File: src/rtl/winograd_tile_fetcher.sv
// winograd_tile_fetcher
// Walks a row-major image in on-chip memory and cuts it into overlapping
// 6x6 input tiles (stride 4) for a Winograd F(4x4,3x3) tile controller.
// Elements outside the image are zero-padded. Each finished tile is offered
// on a valid/ready handshake.
//
// Ports:
//   clk, rst             clock (rising edge), asynchronous active-high reset
//   start                one-cycle frame start pulse (sampled in IDLE only)
//   img_rows, img_cols   image height H and width W
//   base_addr            address of image element (0,0)
//   mem_rd_en/addr/data  memory read port, data returns one cycle after en
//   tile_out             current 6x6 tile, row-major
//   tile_valid/ready     tile handshake
//   tile_row_idx/col_idx tile grid position (tr, tc)
//   busy, done, err      frame in progress, end-of-frame pulse, bad dimensions
module winograd_tile_fetcher #(
  parameter int DATA_WIDTH = 16,
  parameter int ADDR_WIDTH = 12,
  parameter int MAX_DIM    = 64
) (
  input  logic                                 clk,
  input  logic                                 rst,
  input  logic                                 start,
  input  logic [7:0]                           img_rows,
  input  logic [7:0]                           img_cols,
  input  logic [ADDR_WIDTH-1:0]                base_addr,
  output logic                                 mem_rd_en,
  output logic [ADDR_WIDTH-1:0]                mem_rd_addr,
  input  logic [DATA_WIDTH-1:0]                mem_rd_data,
  output logic [0:5][0:5][DATA_WIDTH-1:0]      tile_out,
  output logic                                 tile_valid,
  input  logic                                 tile_ready,
  output logic [7:0]                           tile_row_idx,
  output logic [7:0]                           tile_col_idx,
  output logic                                 busy,
  output logic                                 done,
  output logic                                 err
);

  typedef enum logic [2:0] {
    S_IDLE,
    S_SETUP,
    S_FETCH,
    S_DRAIN,
    S_PRESENT,
    S_DONE
  } state_t;

  state_t state, state_next;

  logic [7:0]            rows_q;
  logic [7:0]            cols_q;
  logic [2:0]            slot_i;
  logic [2:0]            slot_j;
  logic [ADDR_WIDTH-1:0] tile_row_start;
  logic [ADDR_WIDTH-1:0] tile_base;
  logic [ADDR_WIDTH-1:0] row_ptr;
  logic [ADDR_WIDTH-1:0] addr_hold;
  logic                  pend_valid;
  logic                  pend_in;
  logic [2:0]            pend_i;
  logic [2:0]            pend_j;

  logic                  dims_bad;
  logic [8:0]            tiles_r;
  logic [8:0]            tiles_c;
  logic                  last_row;
  logic                  last_col;
  logic                  last_slot;
  logic [9:0]            img_r;
  logic [9:0]            img_c;
  logic                  in_image;
  logic [ADDR_WIDTH-1:0] cur_addr;
  logic [ADDR_WIDTH-1:0] cols_ext;
  logic [ADDR_WIDTH-1:0] cols_x4;

  assign dims_bad = (rows_q < 8'd3) || (cols_q < 8'd3) ||
                    (int'(rows_q) > MAX_DIM) || (int'(cols_q) > MAX_DIM);

  // ceil((D-2)/4) == (D+1)>>2 for D >= 2
  assign tiles_r  = ({1'b0, rows_q} + 9'd1) >> 2;
  assign tiles_c  = ({1'b0, cols_q} + 9'd1) >> 2;
  assign last_row = (({1'b0, tile_row_idx} + 9'd1) == tiles_r);
  assign last_col = (({1'b0, tile_col_idx} + 9'd1) == tiles_c);
  assign last_slot = (slot_i == 3'd5) && (slot_j == 3'd5);

  assign img_r    = {tile_row_idx, 2'b00} + {7'd0, slot_i};
  assign img_c    = {tile_col_idx, 2'b00} + {7'd0, slot_j};
  assign in_image = (img_r < {2'b00, rows_q}) && (img_c < {2'b00, cols_q});

  // row_ptr tracks base + r*W + 4tc for the current tile row, so the
  // element address is only an add of the column offset.
  assign cols_ext = ADDR_WIDTH'(cols_q);
  assign cols_x4  = cols_ext << 2;
  assign cur_addr = row_ptr + ADDR_WIDTH'(slot_j);

  always_ff @(posedge clk or posedge rst) begin
    if (rst) begin
      state <= S_IDLE;
    end else begin
      state <= state_next;
    end
  end

  always_comb begin
    state_next  = state;
    busy        = 1'b0;
    done        = 1'b0;
    tile_valid  = 1'b0;
    mem_rd_en   = 1'b0;
    mem_rd_addr = addr_hold;
    case (state)
      S_IDLE: begin
        if (start) state_next = S_SETUP;
      end
      S_SETUP: begin
        busy       = 1'b1;
        state_next = dims_bad ? S_DONE : S_FETCH;
      end
      S_FETCH: begin
        busy = 1'b1;
        if (in_image) begin
          mem_rd_en   = 1'b1;
          mem_rd_addr = cur_addr;
        end
        if (last_slot) state_next = S_DRAIN;
      end
      S_DRAIN: begin
        busy       = 1'b1;
        state_next = S_PRESENT;
      end
      S_PRESENT: begin
        busy       = 1'b1;
        tile_valid = 1'b1;
        if (tile_ready) state_next = (last_row && last_col) ? S_DONE : S_SETUP;
      end
      S_DONE: begin
        done       = 1'b1;
        state_next = S_IDLE;
      end
      default: state_next = S_IDLE;
    endcase
  end

  always_ff @(posedge clk or posedge rst) begin
    if (rst) begin
      rows_q         <= '0;
      cols_q         <= '0;
      err            <= 1'b0;
      tile_row_idx   <= '0;
      tile_col_idx   <= '0;
      slot_i         <= '0;
      slot_j         <= '0;
      tile_row_start <= '0;
      tile_base      <= '0;
      row_ptr        <= '0;
      addr_hold      <= '0;
      pend_valid     <= 1'b0;
      pend_in        <= 1'b0;
      pend_i         <= '0;
      pend_j         <= '0;
      tile_out       <= '0;
    end else begin
      addr_hold  <= mem_rd_addr;
      pend_valid <= (state == S_FETCH);
      pend_in    <= in_image;
      pend_i     <= slot_i;
      pend_j     <= slot_j;

      // Read data of the previous slot lands one cycle after issue.
      if (pend_valid) begin
        tile_out[pend_i][pend_j] <= pend_in ? mem_rd_data : '0;
      end

      case (state)
        S_IDLE: begin
          if (start) begin
            rows_q         <= img_rows;
            cols_q         <= img_cols;
            err            <= 1'b0;
            tile_row_idx   <= '0;
            tile_col_idx   <= '0;
            tile_row_start <= base_addr;
            tile_base      <= base_addr;
          end
        end
        S_SETUP: begin
          row_ptr <= tile_base;
          slot_i  <= '0;
          slot_j  <= '0;
          if (dims_bad) err <= 1'b1;
        end
        S_FETCH: begin
          if (slot_j == 3'd5) begin
            slot_j  <= '0;
            slot_i  <= slot_i + 3'd1;
            row_ptr <= row_ptr + cols_ext;
          end else begin
            slot_j <= slot_j + 3'd1;
          end
        end
        S_PRESENT: begin
          if (tile_ready && !(last_row && last_col)) begin
            if (last_col) begin
              tile_col_idx   <= '0;
              tile_row_idx   <= tile_row_idx + 8'd1;
              tile_row_start <= tile_row_start + cols_x4;
              tile_base      <= tile_row_start + cols_x4;
            end else begin
              tile_col_idx <= tile_col_idx + 8'd1;
              tile_base    <= tile_base + ADDR_WIDTH'(4);
            end
          end
        end
        default: begin
        end
      endcase
    end
  end

endmodule

File: config.mk
export PLATFORM = sky130hd
export DESIGN_NAME = winograd_tile_fetcher
export DESIGN_NICKNAME = d
export VERILOG_FILES = /design/src/rtl/winograd_tile_fetcher.sv
export SDC_FILE = /design/constraint.sdc
export NUM_CORES = 2
export LEC_CHECK = 0
export CAP_MARGIN = 5
export CORE_AREA = 2 2 258 260
export DETAILED_ROUTE_END_ITERATION = 8
export DIE_AREA = 0 0 260 262
export PLACE_DENSITY_LB_ADDON = 0.25
export SETUP_SLACK_MARGIN = 0.1
export SLEW_MARGIN = 20
export SYNTH_ARGS = -nofsm -noshare
export SYNTH_HDL_FRONTEND = slang
export SYNTH_SLANG_ARGS = --single-unit
export TNS_END_PERCENT = 30
File: constraint.sdc
create_clock -name clk -period 27.8 [get_ports clk]
set_clock_uncertainty 0.05 [all_clocks]
set_input_delay 2.78 -clock clk [delete_from_list [all_inputs] [get_ports clk]]
set_output_delay 2.78 -clock clk [all_outputs]
set_load 0.05 [all_outputs]
Word-level counts from Yosys, hierarchy flattened
Index checks and enable logic that the tools add are counted.
{"block": "totals", "out_inout_bits": 609, "reg_bits": 674}
{"block": "classes", "bitwise_logic": 2, "reduce_logical": 21, "n_eq_ne": 16, "mux": 42, "addsub": 14, "order_cmp": 10}
{"cell": "$bwmux W576", "count": 1}
{"cell": "$demux W96 S3", "count": 1}
{"cell": "$mux W12", "count": 8}
{"cell": "$mux W96", "count": 1}
{"cell": "$pmux W12 S2", "count": 3}
{"cell": "$demux W16 S3", "count": 1}
{"cell": "$mux W8", "count": 5}
{"cell": "$add A8 B1 Y9 const B", "count": 4}
{"cell": "$mux W16", "count": 2}
{"cell": "$pmux W8 S2", "count": 2}
{"cell": "$mux W3", "count": 7}
{"cell": "$add A10 B3 Y10", "count": 2}
{"cell": "$lt A10 B8 Y1", "count": 2}
{"cell": "$eq A9 B7 Y1", "count": 2}
{"cell": "$add A8 B1 Y8 const B", "count": 2}
{"cell": "$gt A8 B7 Y1 const B", "count": 2}
{"cell": "$lt A8 B2 Y1 const B", "count": 2}
{"cell": "$pmux W3 S5", "count": 1}
{"cell": "$ne A2 B2 Y1 const B", "count": 7}
{"cell": "$add A12 B10 Y12", "count": 1}
{"cell": "$add A12 B3 Y12", "count": 1}
{"cell": "$add A12 B3 Y12 const B", "count": 1}
{"cell": "$add A12 B8 Y12", "count": 1}
{"cell": "$eq A3 B3 Y1 const B", "count": 4}
{"cell": "18 further kinds", "count": 42}

Depth between registers and ports, before layout
{"block": "depth", "ltp_word": 8, "depth_mapped": 11, "depth_no_buf": 11}

Worst setup path after synthesis
No wires, ideal clock.
{"block": "synth_timing", "kind": "reg-to-output", "from": "reg tile_row_idx[0]", "to": "out mem_rd_addr[1]", "n_path_buf": 1, "path_stages_with_launch": 12, "t_required_ns": 24.970, "arrival_time_ns": 3.525, "path_slack_ns": 21.445, "path_cell_list": "dfrtp_1 -> ha_1 -> nand3_1 -> nor2_1 -> xnor2_1 -> ha_1 -> a211oi_1 -> o21ai_0 -> nor4_1 -> nand4_1 -> clkbuf_1 -> mux2i_1"}
{"block": "synth_via", "elab_chain_cells": 5}
{"item": "from (decl)", "line_no": "34", "text": "output logic [7:0] tile_row_idx,"}
{"item": "from (signal assigned)", "line_no": "207", "text": "tile_row_idx <= tile_row_idx + 8'd1;"}
{"item": "$add A10 B3 Y10", "line_no": "88", "text": "assign img_r = {tile_row_idx, 2'b00} + {7'd0, slot_i};"}
{"item": "$lt A10 B8 Y1", "line_no": "90", "text": "assign in_image = (img_r < {2'b00, rows_q}) && (img_c < {2'b00, cols_q});"}
{"item": "$logic_and A1 B1 Y1", "line_no": "90"}
{"item": "$mux W12", "line_no": "123", "text": "if (in_image) begin"}
{"item": "$mux W12", "line_no": "113", "text": "case (state)"}
{"item": "to (decl)", "line_no": "29", "text": "output logic [ADDR_WIDTH-1:0] mem_rd_addr,"}
Every way passes these cells.

Final worst setup path
Ends and elaborated chain as after synthesis.

==> flow_summary.yaml <==
outcome:
  outcome: "completed"
logic_synthesis:
  ys_seq_elements: 674
  postSynthNetCount: 2780
  syn_avg_cell_area_um2: 10.1
  seq_area_frac_synth_pct: 62.4
  async_reset_ff_share_pct: 100
  synth_ff_type: "dfrtp_1"
  synth_edf_count: 0
  syn-cell-area_um2: 27000
  synth_cell_type_count: 75
  yosys_warnings: 0
  syn_inst: 2687
hold_path:
  hold_class: "flop to flop"
  min_delay_path_depth: 0
pwr:
  power_density_nw_per_um2: 78.0
  p_leak_nw: 17.1
  power_frac_seq_pct: 40.1
  p_switching_mw: 0.980
  vdd_drop_max_mv: 0.0723
  p_comb_share_pct: 25.8
  internal-power_mw: 1.87
  pwr-share-clk_pct: 34.1
  p_total_mw: 2.85
  switching_share_pct: 34.3
placement:
  place_congestion: 0.889
  dp_hpwl_um: 67600
  place_ws_ns: 19.86
  numPortBuffers: 656
  placed_area_um2: 34200
  place_inst: 4036
routing:
  drcViolationCount: 0
  postRouteAntennaNets: 0
  num_vias: 22100
  wl_per_cell_um: 23.4
  finalWirelength_um: 97800
  drtPass1Iterations: 9
  viasPerCell: 5.30
  drt_iter0_markers: 1871
sta:
  worst_pin_slew_ns: 1.16
  max_clock_freq_mhz: 131
  finalSetupViolCount: 0
  setup_tns_ns: 0
  hold_violations: 0
  fin_crit_ns: 7.64
  slew_violations: 0
  relSlewSlack_pct: 22.5
  fin_hold_ws_ns: 0.411
  rsz0062_at_grt: "false"
  final.setup.worst_slack_ns: 20.16
  fin_crit_sh_pct: 27.5
die:
  rows: 94
  die-area_um2: 68100
  die_h_um: 262
  die_w_um: 260
  core_area_um2: 65300
  ios: 657
  start_util_pct: 41.4
global_routing:
  track_usage_pct: 28.2
  antenna_found_initial: 3
  grt_pass1_vias: 21500
  grt_max_degree: 148
  grt_first_pass_wirelength_um: 143000
  grt-ovfl-total: 0
critical_path:
  critPathArrivalTime_ns: 4.81
  worstRegToRegCells: 9
  start_kind: "flop"
  worst_setup_path_end_kind: "output port"
  required_ns: 24.97
  crit_type: "flop to output port"
  critPathMaxFanout: 13
final_layout:
  fin_util_pct: 56.1
  synthToLayoutAreaGrowth_pct: 35.3
  fin_cells: 4169
  fin_area_um2: 36600
  drive_gt1_share_pct: 5.81
  fin_nets: 3341
run:
  drv_cap: 0
clock_network:
  numCtsBuffers: 74
  ctsHtreeMaxLevel: 3
  clkLatencyLatePin_ns: 0.60
  cts.path.max_buffers: 3
  hold_buffers: 0
  cts-root-buf: "clkbuf_16"
  cts_tree: "built"
  ctsResizeCount: 0
  cts_setup_buffers: 0
  clock-sinks: 674
  path_clk_slew_ns: 0.06
## cell usage after synthesis (7+ instances only)
cell type	instances	share of area (%)
a21o_1	11	0.31
nor2b_1	7	0.16
o22ai_1	8	0.19
nand3_1	29	0.54
nand4_1	8	0.19
a31oi_1	11	0.25
and3_1	18	0.42
clkbuf_1	181	2.5
and2_1	7	0.16
nor2_1	43	0.60
mux2i_1	10	0.37
nor3b_1	8	0.22
xor2_1	23	0.74
nand2_1	717	10
xnor2_1	32	1.0
dfrtp_1	674	62
a21oi_1	23	0.43
mux2_2	18	0.75
o21ai_0	634	12
o22a_1	7	0.23
nor3_1	14	0.26
o21a_1	8	0.22
buf_2	7	0.13
ha_1	42	1.9
inv_1	35	0.49
## per-layer routing
layer,track usage [%],routed length [um],vias up
li1,-,-,10200
met1,35.5,39000,10900
met5,0,0,-
met4,13.8,5060,0
met3,7.00,7630,212
met2,45.8,46000,844
## path summary, 6_finish.rpt
kind	start	end	slack, ns
worst max-delay path	tile_row_idx[0]	mem_rd_addr[1]	20.16
worst min-delay path	slot_i[1]	pend_i[1]	0.41
worst max register to register	tile_col_idx[1]	tile_base[3]	23.70
worst min register to register	slot_i[1]	pend_i[1]	0.41
max in group asynchronous	rst	tile_out[234]	21.22
min in group asynchronous	rst	tile_out[41]	2.58
## sequential cells by signal, indices dropped and copies added (netlist names)
name	count
pend_in	1
tile_out	576
err	1
row_ptr	12
tile_row_start	12
slot_j	3
tile_col_idx	8
pend_i	3
tile_row_idx	8
pend_j	3
state	3
slot_i	3
addr_hold	12
cols_q	8
pend_valid	1
tile_base	12
rows_q	8
## cell families after synthesis
family / count (synthesis) / synth area share, %
buf+inv: 233 / 3.39
fa+ha+maj: 45 / 2.16
xor+xnor: 56 / 1.86
simple gates: 884 / 13.5
compound gates: 765 / 15.5
mux: 30 / 1.23
flops: 674 / 62.4
## layout by cell type (no fill, tap or decap), drive strengths merged, types with 18 or more instances in the layout
cell	count
inv	38
and3	18
clkbuf	107
buf	25
dfrtp	674
o21ai	634
ha	42
clkdlybuf4s50	656
xnor2	32
mux2	20
nand2	719
nor2	43
a21oi	25
nand3	31
xor2	23
## worst max-delay path: stages (launching register included)
cell	delay (ns)
dfrtp_1	0.53
ha_1	0.24
nand3_1	0.16
nor2_1	0.16
xnor2_1	0.15
ha_1	0.28
a211oi_1	0.31
o21ai_0	0.14
nor4_1	0.24
nand4_1	0.67
mux2i_1	0.44
clkdlybuf4s50_1	0.86
## cell type report
cell class	instances	area, um^2
Fill cell	5624	28700
Timing Repair Buffer	681	6770
Inverter	37	151
Clock buffer	107	2130
Antenna cell	2	5.00
Clock inverter	24	279
Tap cell	864	1080
Multi-Input combinational cell	1780	9330
Sequential cell	674	16900
## power groups by stage
| stage | Clock [mW] | Combinational, mW | Sequential [mW] |
|---|---|---|---|
| after floorplan | 0 | 0.407 | 1.22 |
| after global placement | 0 | 0.724 | 1.15 |
| after detailed placement | 0 | 0.733 | 1.16 |
| after CTS | 0.990 | 0.737 | 1.14 |
| after global routing | 1.03 | 0.793 | 1.15 |
| final | 0.974 | 0.735 | 1.14 |
No activity file was read; power rests on OpenSTA's default activity.
